$ cat config.mk
export PLATFORM = sky130hd
export DESIGN_NAME = axil_regfile_slave_flat
export DESIGN_NICKNAME = d
export VERILOG_FILES = /design/src/rtl/axil_regfile_if.sv /design/src/rtl/axil_regfile_slave.sv /design/src/flat_wrapper.sv
export SDC_FILE = /design/constraint.sdc
export NUM_CORES = 1
export LEC_CHECK = 0
export ABC_AREA = 1
export BUFFER_PORTS_ARGS = -buffer_cell sky130_fd_sc_hd__buf_2
export CAP_MARGIN = 20
export CORE_MARGIN = 4
export CORE_UTILIZATION = 62
export CTS_CLUSTER_DIAMETER = 100
export DETAILED_ROUTE_END_ITERATION = 6
export MAX_ROUTING_LAYER = met4
export PLACE_DENSITY = 0.82
export RECOVER_POWER = 100
export SETUP_SLACK_MARGIN = 0.2
export SLEW_MARGIN = 40
export SYNTH_ARGS = -nofsm -noshare
export SYNTH_HDL_FRONTEND = slang
export SYNTH_SLANG_ARGS = --single-unit
$ cat constraint.sdc
create_clock -name clk -period 3.2 [get_ports clk]
set_input_delay 0.32 -clock clk [delete_from_list [all_inputs] [get_ports clk]]
set_output_delay 0.32 -clock clk [all_outputs]
set_load 0.005 [all_outputs]
$ cat src/rtl/axil_regfile_if.sv
// Five-channel AXI-lite style bus shared by the register-file slave
// and whichever master drives it.
interface axil_regfile_if #(
    parameter int ADDR_W = 4,
    parameter int DATA_W = 8
);
    localparam int STRB_W = DATA_W / 8;

    logic [ADDR_W-1:0] write_address;
    logic              AW_VALID;
    logic              AW_READY;
    logic [DATA_W-1:0] write_data;
    logic [STRB_W-1:0] W_STRB;
    logic              W_VALID;
    logic              W_READY;
    logic              B_VALID;
    logic              B_READY;
    logic [1:0]        BRESPONSE;
    logic [ADDR_W-1:0] read_address;
    logic              AR_VALID;
    logic              AR_READY;
    logic [DATA_W-1:0] data_read;
    logic [1:0]        RRESPONSE;
    logic              R_VALID;
    logic              R_READY;

    modport master (
        output write_address, AW_VALID, write_data, W_STRB, W_VALID,
        output B_READY, read_address, AR_VALID, R_READY,
        input  AW_READY, W_READY, B_VALID, BRESPONSE,
        input  AR_READY, data_read, RRESPONSE, R_VALID
    );

    modport slave (
        input  write_address, AW_VALID, write_data, W_STRB, W_VALID,
        input  B_READY, read_address, AR_VALID, R_READY,
        output AW_READY, W_READY, B_VALID, BRESPONSE,
        output AR_READY, data_read, RRESPONSE, R_VALID
    );
endinterface

$ cat src/rtl/axil_regfile_slave.sv
// AXI-lite style register-file slave: independent AW/W capture, byte
// strobes, decode errors, and fully concurrent read and write paths.
module axil_regfile_slave #(
    parameter int ADDR_W = 4,
    parameter int DATA_W = 8,
    parameter int DEPTH  = 12
) (
    input logic          clk,
    input logic          rst,
    axil_regfile_if.slave bus
);
    localparam int STRB_W = DATA_W / 8;
    localparam logic [ADDR_W:0] DEPTH_L = DEPTH[ADDR_W:0];
    localparam logic [1:0] OKAY   = 2'b00;
    localparam logic [1:0] SLVERR = 2'b10;

    typedef enum logic [1:0] {W_COLLECT, W_COMMIT, W_RESP} wstate_t;
    typedef enum logic {R_IDLE, R_DATA} rstate_t;

    logic [DATA_W-1:0] regs [DEPTH];

    wstate_t           wstate;
    logic              aw_held;
    logic              w_held;
    logic [ADDR_W-1:0] aw_addr;
    logic [DATA_W-1:0] wdata_q;
    logic [STRB_W-1:0] wstrb_q;
    logic              b_valid;
    logic [1:0]        bresp;

    rstate_t           rstate;
    logic              r_valid;
    logic [1:0]        rresp;
    logic [DATA_W-1:0] rdata;

    logic aw_ready;
    logic w_ready;
    logic ar_ready;
    logic aw_hs;
    logic w_hs;
    logic ar_hs;
    logic aw_in;
    logic ar_in;

    // Readiness is held low while rst is asserted, then follows state.
    assign aw_ready = !rst && !aw_held && !b_valid;
    assign w_ready  = !rst && !w_held && !b_valid;
    assign ar_ready = !rst && (rstate == R_IDLE);

    assign aw_hs = bus.AW_VALID && aw_ready;
    assign w_hs  = bus.W_VALID && w_ready;
    assign ar_hs = bus.AR_VALID && ar_ready;

    assign aw_in = {1'b0, aw_addr} < DEPTH_L;
    assign ar_in = {1'b0, bus.read_address} < DEPTH_L;

    assign bus.AW_READY  = aw_ready;
    assign bus.W_READY   = w_ready;
    assign bus.B_VALID   = b_valid;
    assign bus.BRESPONSE = bresp;
    assign bus.AR_READY  = ar_ready;
    assign bus.R_VALID   = r_valid;
    assign bus.RRESPONSE = rresp;
    assign bus.data_read = rdata;

    always_ff @(posedge clk) begin
        if (rst) begin
            wstate  <= W_COLLECT;
            aw_held <= 1'b0;
            w_held  <= 1'b0;
            aw_addr <= '0;
            wdata_q <= '0;
            wstrb_q <= '0;
            b_valid <= 1'b0;
            bresp   <= OKAY;
            for (int k = 0; k < DEPTH; k++)
                regs[k] <= '0;
        end else begin
            unique case (wstate)
                W_COLLECT: begin
                    if (aw_hs) begin
                        aw_held <= 1'b1;
                        aw_addr <= bus.write_address;
                    end
                    if (w_hs) begin
                        w_held  <= 1'b1;
                        wdata_q <= bus.write_data;
                        wstrb_q <= bus.W_STRB;
                    end
                    if (aw_held && w_held)
                        wstate <= W_COMMIT;
                end
                W_COMMIT: begin
                    if (aw_in) begin
                        for (int i = 0; i < STRB_W; i++)
                            if (wstrb_q[i])
                                regs[aw_addr][8*i +: 8] <= wdata_q[8*i +: 8];
                    end
                    bresp   <= aw_in ? OKAY : SLVERR;
                    b_valid <= 1'b1;
                    aw_held <= 1'b0;
                    w_held  <= 1'b0;
                    wstate  <= W_RESP;
                end
                W_RESP: begin
                    if (bus.B_READY) begin
                        b_valid <= 1'b0;
                        wstate  <= W_COLLECT;
                    end
                end
                default: wstate <= W_COLLECT;
            endcase
        end
    end

    // Reads sample the array before any same-edge commit lands.
    always_ff @(posedge clk) begin
        if (rst) begin
            rstate  <= R_IDLE;
            r_valid <= 1'b0;
            rresp   <= OKAY;
            rdata   <= '0;
        end else begin
            unique case (rstate)
                R_IDLE: begin
                    if (ar_hs) begin
                        rdata   <= ar_in ? regs[bus.read_address] : '0;
                        rresp   <= ar_in ? OKAY : SLVERR;
                        r_valid <= 1'b1;
                        rstate  <= R_DATA;
                    end
                end
                R_DATA: begin
                    if (bus.R_READY) begin
                        r_valid <= 1'b0;
                        rstate  <= R_IDLE;
                    end
                end
                default: rstate <= R_IDLE;
            endcase
        end
    end
endmodule
$ cat src/flat_wrapper.sv
// flat-port wrapper written by rule: the top's interface ports become plain ports
module axil_regfile_slave_flat 
#(
    parameter int ADDR_W = 4,
    parameter int DATA_W = 8,
    parameter int DEPTH  = 12
)
  (clk, rst, bus_write_address, bus_AW_VALID, bus_write_data, bus_W_STRB, bus_W_VALID, bus_B_READY, bus_read_address, bus_AR_VALID, bus_R_READY, bus_AW_READY, bus_W_READY, bus_B_VALID, bus_BRESPONSE, bus_AR_READY, bus_data_read, bus_RRESPONSE, bus_R_VALID);
  axil_regfile_if #(.ADDR_W(ADDR_W), .DATA_W(DATA_W)) bus_i ();
  input logic clk;
  input logic rst;
  input wire logic [$bits(bus_i.write_address)-1:0] bus_write_address;
  input wire logic [$bits(bus_i.AW_VALID)-1:0] bus_AW_VALID;
  input wire logic [$bits(bus_i.write_data)-1:0] bus_write_data;
  input wire logic [$bits(bus_i.W_STRB)-1:0] bus_W_STRB;
  input wire logic [$bits(bus_i.W_VALID)-1:0] bus_W_VALID;
  input wire logic [$bits(bus_i.B_READY)-1:0] bus_B_READY;
  input wire logic [$bits(bus_i.read_address)-1:0] bus_read_address;
  input wire logic [$bits(bus_i.AR_VALID)-1:0] bus_AR_VALID;
  input wire logic [$bits(bus_i.R_READY)-1:0] bus_R_READY;
  output wire logic [$bits(bus_i.AW_READY)-1:0] bus_AW_READY;
  output wire logic [$bits(bus_i.W_READY)-1:0] bus_W_READY;
  output wire logic [$bits(bus_i.B_VALID)-1:0] bus_B_VALID;
  output wire logic [$bits(bus_i.BRESPONSE)-1:0] bus_BRESPONSE;
  output wire logic [$bits(bus_i.AR_READY)-1:0] bus_AR_READY;
  output wire logic [$bits(bus_i.data_read)-1:0] bus_data_read;
  output wire logic [$bits(bus_i.RRESPONSE)-1:0] bus_RRESPONSE;
  output wire logic [$bits(bus_i.R_VALID)-1:0] bus_R_VALID;
  assign bus_i.write_address = bus_write_address;
  assign bus_i.AW_VALID = bus_AW_VALID;
  assign bus_i.write_data = bus_write_data;
  assign bus_i.W_STRB = bus_W_STRB;
  assign bus_i.W_VALID = bus_W_VALID;
  assign bus_i.B_READY = bus_B_READY;
  assign bus_i.read_address = bus_read_address;
  assign bus_i.AR_VALID = bus_AR_VALID;
  assign bus_i.R_READY = bus_R_READY;
  assign bus_AW_READY = bus_i.AW_READY;
  assign bus_W_READY = bus_i.W_READY;
  assign bus_B_VALID = bus_i.B_VALID;
  assign bus_BRESPONSE = bus_i.BRESPONSE;
  assign bus_AR_READY = bus_i.AR_READY;
  assign bus_data_read = bus_i.data_read;
  assign bus_RRESPONSE = bus_i.RRESPONSE;
  assign bus_R_VALID = bus_i.R_VALID;
  axil_regfile_slave #(.ADDR_W(ADDR_W), .DATA_W(DATA_W), .DEPTH(DEPTH)) u_core (.clk(clk), .rst(rst), .bus(bus_i));
endmodule
==> metrics.md, run 1 <==
| Metric | Value |
|---|---|
| Status | finished clean |
| Leading area contributor after synthesis | edfxtp_1 |
| Area of the multi-input gates | ~1700 sq um |
| Reg2reg start | u_core.wstate[1]$_SDFFE_PP0P_ |
| CTS max path bufs | 2 |
| Worst-path clk slew | approximately 0.060 ns |
| Vias in the first global route | roughly 4.4k |
| Die area | ~11000 sq um |
| Initial antenna violation count | 0 |
| Clk Tree Root Cell | clkbuf_8 |
| Hold Path Class | primary input to register |
| Clk Latency, worst-skew pair | roughly 0.52 ns |
| Power Density | 631 nW/um^2 |
| RSZ-0062 raised after global routing | no |
| First-pass GRT wire length | about 22000 um |
| Crit start category | register |
| Die height | roughly 100 um |
| Layout net count | a little under 700 |
| Port Buf Inserts | 38 |
| Flops & latches, synth | about 130 |
| Fillers | 601 |
| Post-CTS Setup Inserts | 0 |
| Fmax | between 0.4 and 0.5 GHz |
| Vias/cell | between 5 and 6 |
| H-tree lvl count | 4 |
| Slew headroom | between 40% and 50% |
| Layout cell share with drive strength beyond 1 | 9.20% |
| Num CTS Buffers | 17 |
| Count leader, synth | nand2_1 |
| Worst Path Arrival | approximately 2.3 ns |
| Setup TNS | 0 ns |
| DRC | 0 |
| Crit-path max FO | 9 |
| Worst flop-to-flop path endpoint | u_core.regs[1][7]$_SDFFCE_PN0P_ |
| Cell area after synthesis | roughly 5600 sq um |
| Final Slew Violations | 0 |
| Final period utilization | about two thirds |
| # IOs | just over 40 |
| Synth Warn # | 0 |
| Filler-free cell count of the finished design | 782 |
| VDD IR-drop max | around 460 uV |
| Crit path launch | u_core.wstate[1]$_SDFFE_PP0P_ |
| Post-Place Cells | approximately 750 |
| Number of synthesized flops with an enable pin | 96 |
| Async S/R FF share, synth | 0% |
| Req. time, crit path | 3.38 ns |
| Top cells by count, synth | 142 x nand2_1, 103 x nor2_1, 96 x edfxtp_1 |
| GPL Wtd Cong | between 0.9 and 1 |
| Worst slew pin tran | approximately 0.76 ns |
| GR Overflow Total | 0 |
| Max Clock Skew | between 0.008 and 0.009 ns |
| Top_reg_cell synth | edfxtp_1 |
| Die X | about 100 um |
| Core area | a little under 9000 sq um |
| DPL Wire Length | 8980 um |
| Final wirelength | between 10000 and 15000 um |
| 1st-iter DRT viols | between 600 and 700 |
| Site Rows | 34 |
| Storage cell area | around 3500 sq um |
| P&R area growth vs syn | 13.4% |
| Crit path capture | u_core.regs[1][7]$_SDFFCE_PN0P_ |
| Final setup fails | 0 |
| Clock Sink Count | 126 |
| CTS tree | done |
| Starting Density | between 60% and 70% |
| Tot GR Track Use | between 20% and 30% |
| Min Tclk post-route | between 2 and 2.5 ns |
| Antenna cell count | 0 |
| Final hold violation count | 0 |
| Number of max-cap violations | 0 |
| Top cell type's share of synthesized area | about 51% |
| Leak | about 2.7 nW |
| Cell depth of the worst flop-to-flop path | 5 |
| Crit end category | register |
| Top cells by area, synth | edfxtp_1 51%, dfxtp_1 11%, nand2_1 9.4% |
| Pin count of the biggest net entering global routing | 49 |
| Syn avg cell area | 8.96 sq um |
| Synth unique cells | 20 |
| Share of the yosys chip area belonging to registers | around 60% |
| WS Path Type | register to register |
| 1st-pass router iterations | 6 |
| Via count | 4549 |
| Post-DRT Antenna Nets | 0 |
| Mapped Cells | between 600 and 700 |
| Drt wl/cell | around 18 um |
| Reg2reg setup slack | around 1.1 ns |
==> layer usage <==
metal / vias up / global-route usage [%] / share of wire, %
li1: 2093 / - / -
met1: 2068 / 36.0 / 37
met2: 328 / 43.8 / 46
met3: 60 / 7.51 / 12
met4: 0 / 16.8 / 4.6
met5: - / - / 0
==> per-stage QoR <==
stage | instance area (sq um) | total power, mW | hold WS [ns] | setup slack (ns) | utilization [%]
CTS | 6450 | 4.03 | 0.0199 | 1.14 | 73.2
global route | 6400 | 4.16 | 0.0527 | 1.03 | 72.7
global placement | 5860 | 2.21 | 0.452 | 1.27 | 66.5
floorplan | 5650 | 2.10 | 0.389 | 1.53 | -
detailed placement | 5860 | 2.22 | 0.453 | 1.11 | 66.5
finish | 6400 | 4.04 | 0.0346 | 1.10 | 72.7
==> worst max-delay path, cell delays in order, from the launching register on <==
cell and delay (ns):
dfxtp_1 0.34, clkinv_1 0.06, nand2_1 0.23, nor4_4 0.47, nand2_1 0.30, nand2_1 0.36
==> layout make-up <==
| type | instances | share of cell area [%] |
|---|---|---|
| Sequential cell | 126 | 54.4 |
| Multi-Input combinational cell | 392 | 26.4 |
| Clock buffer | 19 | 6.92 |
| Inverter | 81 | 4.75 |
| Timing Repair Buffer | 43 | 3.38 |
| Tap cell | 108 | 2.11 |
| Clock inverter | 13 | 1.97 |
==> placed cells by master, fill, tap and decap left out, types with 2 or more instances in the layout <==
master	instances
edfxtp_1	96
buf_4	3
nand3_1	76
clkinv_4	3
conb_1	2
clkbuf_1	14
nor2_1	103
inv_1	78
inv_6	5
dfxtp_1	30
o21ai_0	17
inv_4	3
dlygate4sd3_1	2
clkinv_1	3
nor3_1	3
clkbuf_16	17
a21oi_1	31
nor4_4	3
buf_2	24
nand2_1	154
==> state kept, by name (all words and copies together) (netlist names) <==
register	flops
u_core.rstate	1
u_core.bus.data_read	8
u_core.bus.R_VALID	1
u_core.bus.B_VALID	1
u_core.w_held	1
u_core.wdata_q	8
u_core.wstrb_q	1
u_core.aw_addr	4
u_core.bus.BRESPONSE	1
u_core.regs	96
u_core.wstate	2
u_core.bus.RRESPONSE	1
u_core.aw_held	1
==> report_power, final <==
part / leakage, nW / internal [mW] / switching, mW
combinational: 1.13 / 0.0827 / 0.240
sequential: 1.24 / 1.83 / 0.0374
clock: 0.281 / 1.09 / 0.753
==> logic make-up after synthesis <==
| kind of cell | synth area share, % |
|---|---|
| other | 0.0664 |
| buffers and inverters | 7.87 |
| and+or+nand+nor | 25.9 |
| DFF | 61.7 |
| AOI/OAI and AO/OA | 4.50 |
==> repair_timing <==
item                       CTS  global route
hold buffers                 2             0
setup endpoints to repair    0             0
resized for setup            0             0
hold endpoints to repair     2             0
==> worst min path at each step <==
stage | slack [ns] | end | start | cells past startpoint
6_report | 0.03 | u_core.wstrb_q$_SDFFE_PP0P_ | bus_W_STRB | 3
5_1_grt | 0.05 | u_core.wstrb_q$_SDFFE_PP0P_ | bus_W_STRB | 3
4_1_cts | 0.02 | u_core.wstrb_q$_SDFFE_PP0P_ | bus_W_STRB | 3
3_5_place_dp | 0.45 | u_core.wstate[0]$_SDFFE_PP0P_ | u_core.aw_held$_SDFFE_PP0P_ | 2
3_3_place_gp | 0.45 | u_core.bus.R_VALID$_SDFFE_PP0P_ | u_core.bus.R_VALID$_SDFFE_PP0P_ | 2
2_1_floorplan | 0.39 | u_core.bus.RRESPONSE[1]$_SDFFE_PP0P_ | rst | 1
Power figures use the tool's default switching activity.
==> run 2, diff against run 1 <==
--- a/config.mk
+++ b/config.mk
@@ -9,11 +9,11 @@
 export BUFFER_PORTS_ARGS = -buffer_cell sky130_fd_sc_hd__buf_2
 export CAP_MARGIN = 20
 export CORE_MARGIN = 4
-export CORE_UTILIZATION = 62
+export CORE_UTILIZATION = 53
 export CTS_CLUSTER_DIAMETER = 100
 export DETAILED_ROUTE_END_ITERATION = 6
 export MAX_ROUTING_LAYER = met4
-export PLACE_DENSITY = 0.82
+export PLACE_DENSITY = 0.74
 export RECOVER_POWER = 100
 export SETUP_SLACK_MARGIN = 0.2
 export SLEW_MARGIN = 40
==> constraint.sdc (replaced) <==
create_clock -name clk -period 1.8 [get_ports clk]
set_input_delay 0.18 -clock clk [delete_from_list [all_inputs] [get_ports clk]]
set_output_delay 0.18 -clock clk [all_outputs]
set_load 0.005 [all_outputs]
==> run 2 against run 1 <==
Effect of this change:
- non-clock buffer count is 43 higher
- setup slack lost 0.92 ns
- combinational power up 99%
- count of clock-buffer cells in the layout rose by 1
- critical path depth increased by 2
- sequential power rose by 78%
- global-route usage shrank 5.2 points
- clock skew is 0.00066 ns lower
- die area rose by 16%
- sequential share of layout area is 4.0 points lower
- worst hold slack improved by 0.073 ns
- total power is 88% higher
- critical endpoint is now u_core.rstate$_SDFF_PP0_
==> metrics.md, run 2 (same netlist as run 1, synthesis figures left out) <==
| Metric | Value |
|---|---|
| Status | finished clean |
| Most frequent cells in the layout | 141 x nand2_1, 103 x nor2_1, 96 x edfxtp_1 |
| Die height | 111 um (+7.5%) |
| Layout net count | 728 (+6.3%) |
| Drt wl/cell | 16.6 um (-7.0%) |
| Max Clock Skew | 0.00774 ns (-0.000660 ns) |
| Worst slew pin tran | 0.730 ns (-0.0336 ns) |
| GR Overflow Total | 0 (unchanged) |
| Leading cell type in the layout, fill and taps excluded | nand2_1 |
| Power Density | 1100 nW/um^2 (+74%) |
| Core area | 10400 sq um (+18%) |
| Tot GR Track Use | 24.0% (-5.2 points) |
| Worst flop-to-flop path endpoint | u_core.regs[0][6]$_SDFFCE_PN0P_ |
| WS Path Type | primary input to register |
| Min Tclk post-route | between 1.5 and 2 ns |
| Pre-CTS setup slack | 0.0447 ns (-1.07 ns) |
| Final hold slack | 0.108 ns (+0.0732 ns) |
| Worst-path clk slew | 0.06 ns (about the same) |
| Antenna cell count | 0 (unchanged) |
| Setup TNS | 0 ns (unchanged) |
| Initial antenna violation count | 0 (unchanged) |
| CTS max path bufs | 2 (unchanged) |
| Crit path capture | u_core.rstate$_SDFF_PP0_ |
| RSZ-0062 raised after global routing | no |
| 1st-iter DRT viols | 544 (-12%) |
| Pin count of the biggest net entering global routing | 49 (unchanged) |
| Fmax | slightly above 0.6 GHz |
| Port Buf Inserts | 38 (unchanged) |
| Num CTS Buffers | 17 (unchanged) |
| Final period utilization | 89.6% |
| # IOs | 41 (unchanged) |
| DPL Wire Length | 9110 um (+1.5%) |
| Fin worst setup slack | 0.187 ns (-0.918 ns) |
| Final hold violation count | 0 (unchanged) |
| Crit start category | primary input |
| Worst Path Arrival | 2.03 ns (-0.25 ns) |
| Clk Tree Root Cell | clkbuf_8 |
| Post-Place Cells | 799 (+6.8%) |
| Reg2reg start | u_core.wstate[0]$_SDFFE_PP0P_ |
| Req. time, crit path | 2.21 ns (-1.17 ns) |
| Number of max-cap violations | 0 (unchanged) |
| Leak | 2.86 nW (+7.9%) |
| CTS tree | done |
| Dpl cell area | 6100 sq um (+4.1%) |
| Slew headroom | 51.3% (+2.2 points) |
| GPL Wtd Cong | 0.906 (about the same) |
| 1st-pass router iterations | 6 (unchanged) |
| Clk Latency, worst-skew pair | 0.53 ns (about the same) |
| Die X | 111 um (+7.5%) |
| Cell area after layout | 6910 sq um (+8.0%) |
| Vias/cell | 5.38 (-7.4%) |
| Final setup fails | 0 (unchanged) |
| DRC | 0 (unchanged) |
| First-pass GRT wire length | 22500 um (+1.8%) |
| Max reg flops | 96 (unchanged) |
| P&R area growth vs syn | 22.4% |
| Hold Path Class | primary input to register |
| Crit end category | register |
| Via count | 4593 (+0.97%) |
| Biggest register | u_core.regs |
| Reg2reg setup slack | 0.21 ns (-0.89 ns) |
| Clock Sink Count | 126 (unchanged) |
| Vias in the first global route | 4385 (-1.1%) |
| H-tree lvl count | 4 (unchanged) |
| Filler-free cell count of the finished design | 853 (+9.1%) |
| Die area | 12400 sq um (+16%) |
| Cell depth of the worst flop-to-flop path | 5 (unchanged) |
| Final Slew Violations | 0 (unchanged) |
| Layout cell share with drive strength beyond 1 | 13.2% (+4.1 points) |
| Crit-path max FO | 6 (-3) |
| Final wirelength | 14100 um (+1.4%) |
| Post-DRT Antenna Nets | 0 (unchanged) |
| Crit path launch | rst |
| Site Rows | 37 (+8.8%) |
| Starting Density | 54.5% (-9.7 points) |
| VDD IR-drop max | 758 uV (+65%) |
-- run 2: cell types whose count changed in the layout (fill, tap and decap cells not counted), sizes merged, moves of 2 or more --
cell	delta
clkinv	+2
clkbuf	+7
dlygate4sd3	+17
inv	-8
bufinv	+4
buf	+20
-- run 2: repair_timing --
item	CTS	global route
pin swaps	2	0
setup endpoints to repair	96	82
setup buffers	3	0
gates resized for setup	9	12
hold endpoints to repair	19	0
hold buffers	19	0
-- run 2: final cells by class --
class / instances / area, sq um
fill: 810 / 3460
tap: 136 / 170
sequential: 126 / 3480
clock buffer: 20 / 435
timing repair buffer: 86 / 586
clock inverter: 12 / 191
inverter: 81 / 304
multi-input combinational: 392 / 1740
-- run 2: metrics by stage --
step           power [mW]  utilization [%]
6_report             7.57             66.7
3_3_place_gp         3.96             58.8
2_1_floorplan        3.73                -
3_5_place_dp         3.98             58.8
5_1_grt              7.81             66.7
4_1_cts              7.58             67.1
-- run 2: metal layers --
metal	part of all wire, %	GRT usage, %
met2	48	37.7
met1	40	30.8
met3	10	5.35
met4	2.0	8.92
met5	0	-
-- run 2: worst max-delay path, stage by stage --
cell and delay [ns]:
buf_2 0.09, dlygate4sd3_1 0.54, clkbuf_1 0.32, nor2_1 0.10, nand2_1 0.14, o21ai_0 0.10, dlygate4sd3_1 0.56
-- run 2: worst min path at each step --
stage	start	end	slack, ns	depth (start not counted)
4_1_cts	bus_W_VALID	u_core.w_held$_SDFFE_PP0P_	0.07	4
6_report	bus_read_address[3]	u_core.bus.RRESPONSE[1]$_SDFFE_PP0P_	0.11	3
3_3_place_gp	bus_W_STRB	u_core.wstrb_q$_SDFFE_PP0P_	0.40	3
2_1_floorplan	rst	u_core.bus.RRESPONSE[1]$_SDFFE_PP0P_	0.25	1
5_1_grt	bus_read_address[3]	u_core.bus.RRESPONSE[1]$_SDFFE_PP0P_	0.12	3
3_5_place_dp	bus_W_STRB	u_core.wstrb_q$_SDFFE_PP0P_	0.40	3
-- run 2: report_power, final --
group          switching [mW]  total (mW)  internal (mW)
sequential             0.0634        3.32           3.26
clock                    1.20        3.61           2.41
combinational           0.442       0.642          0.199
total                    1.71        7.57           5.87
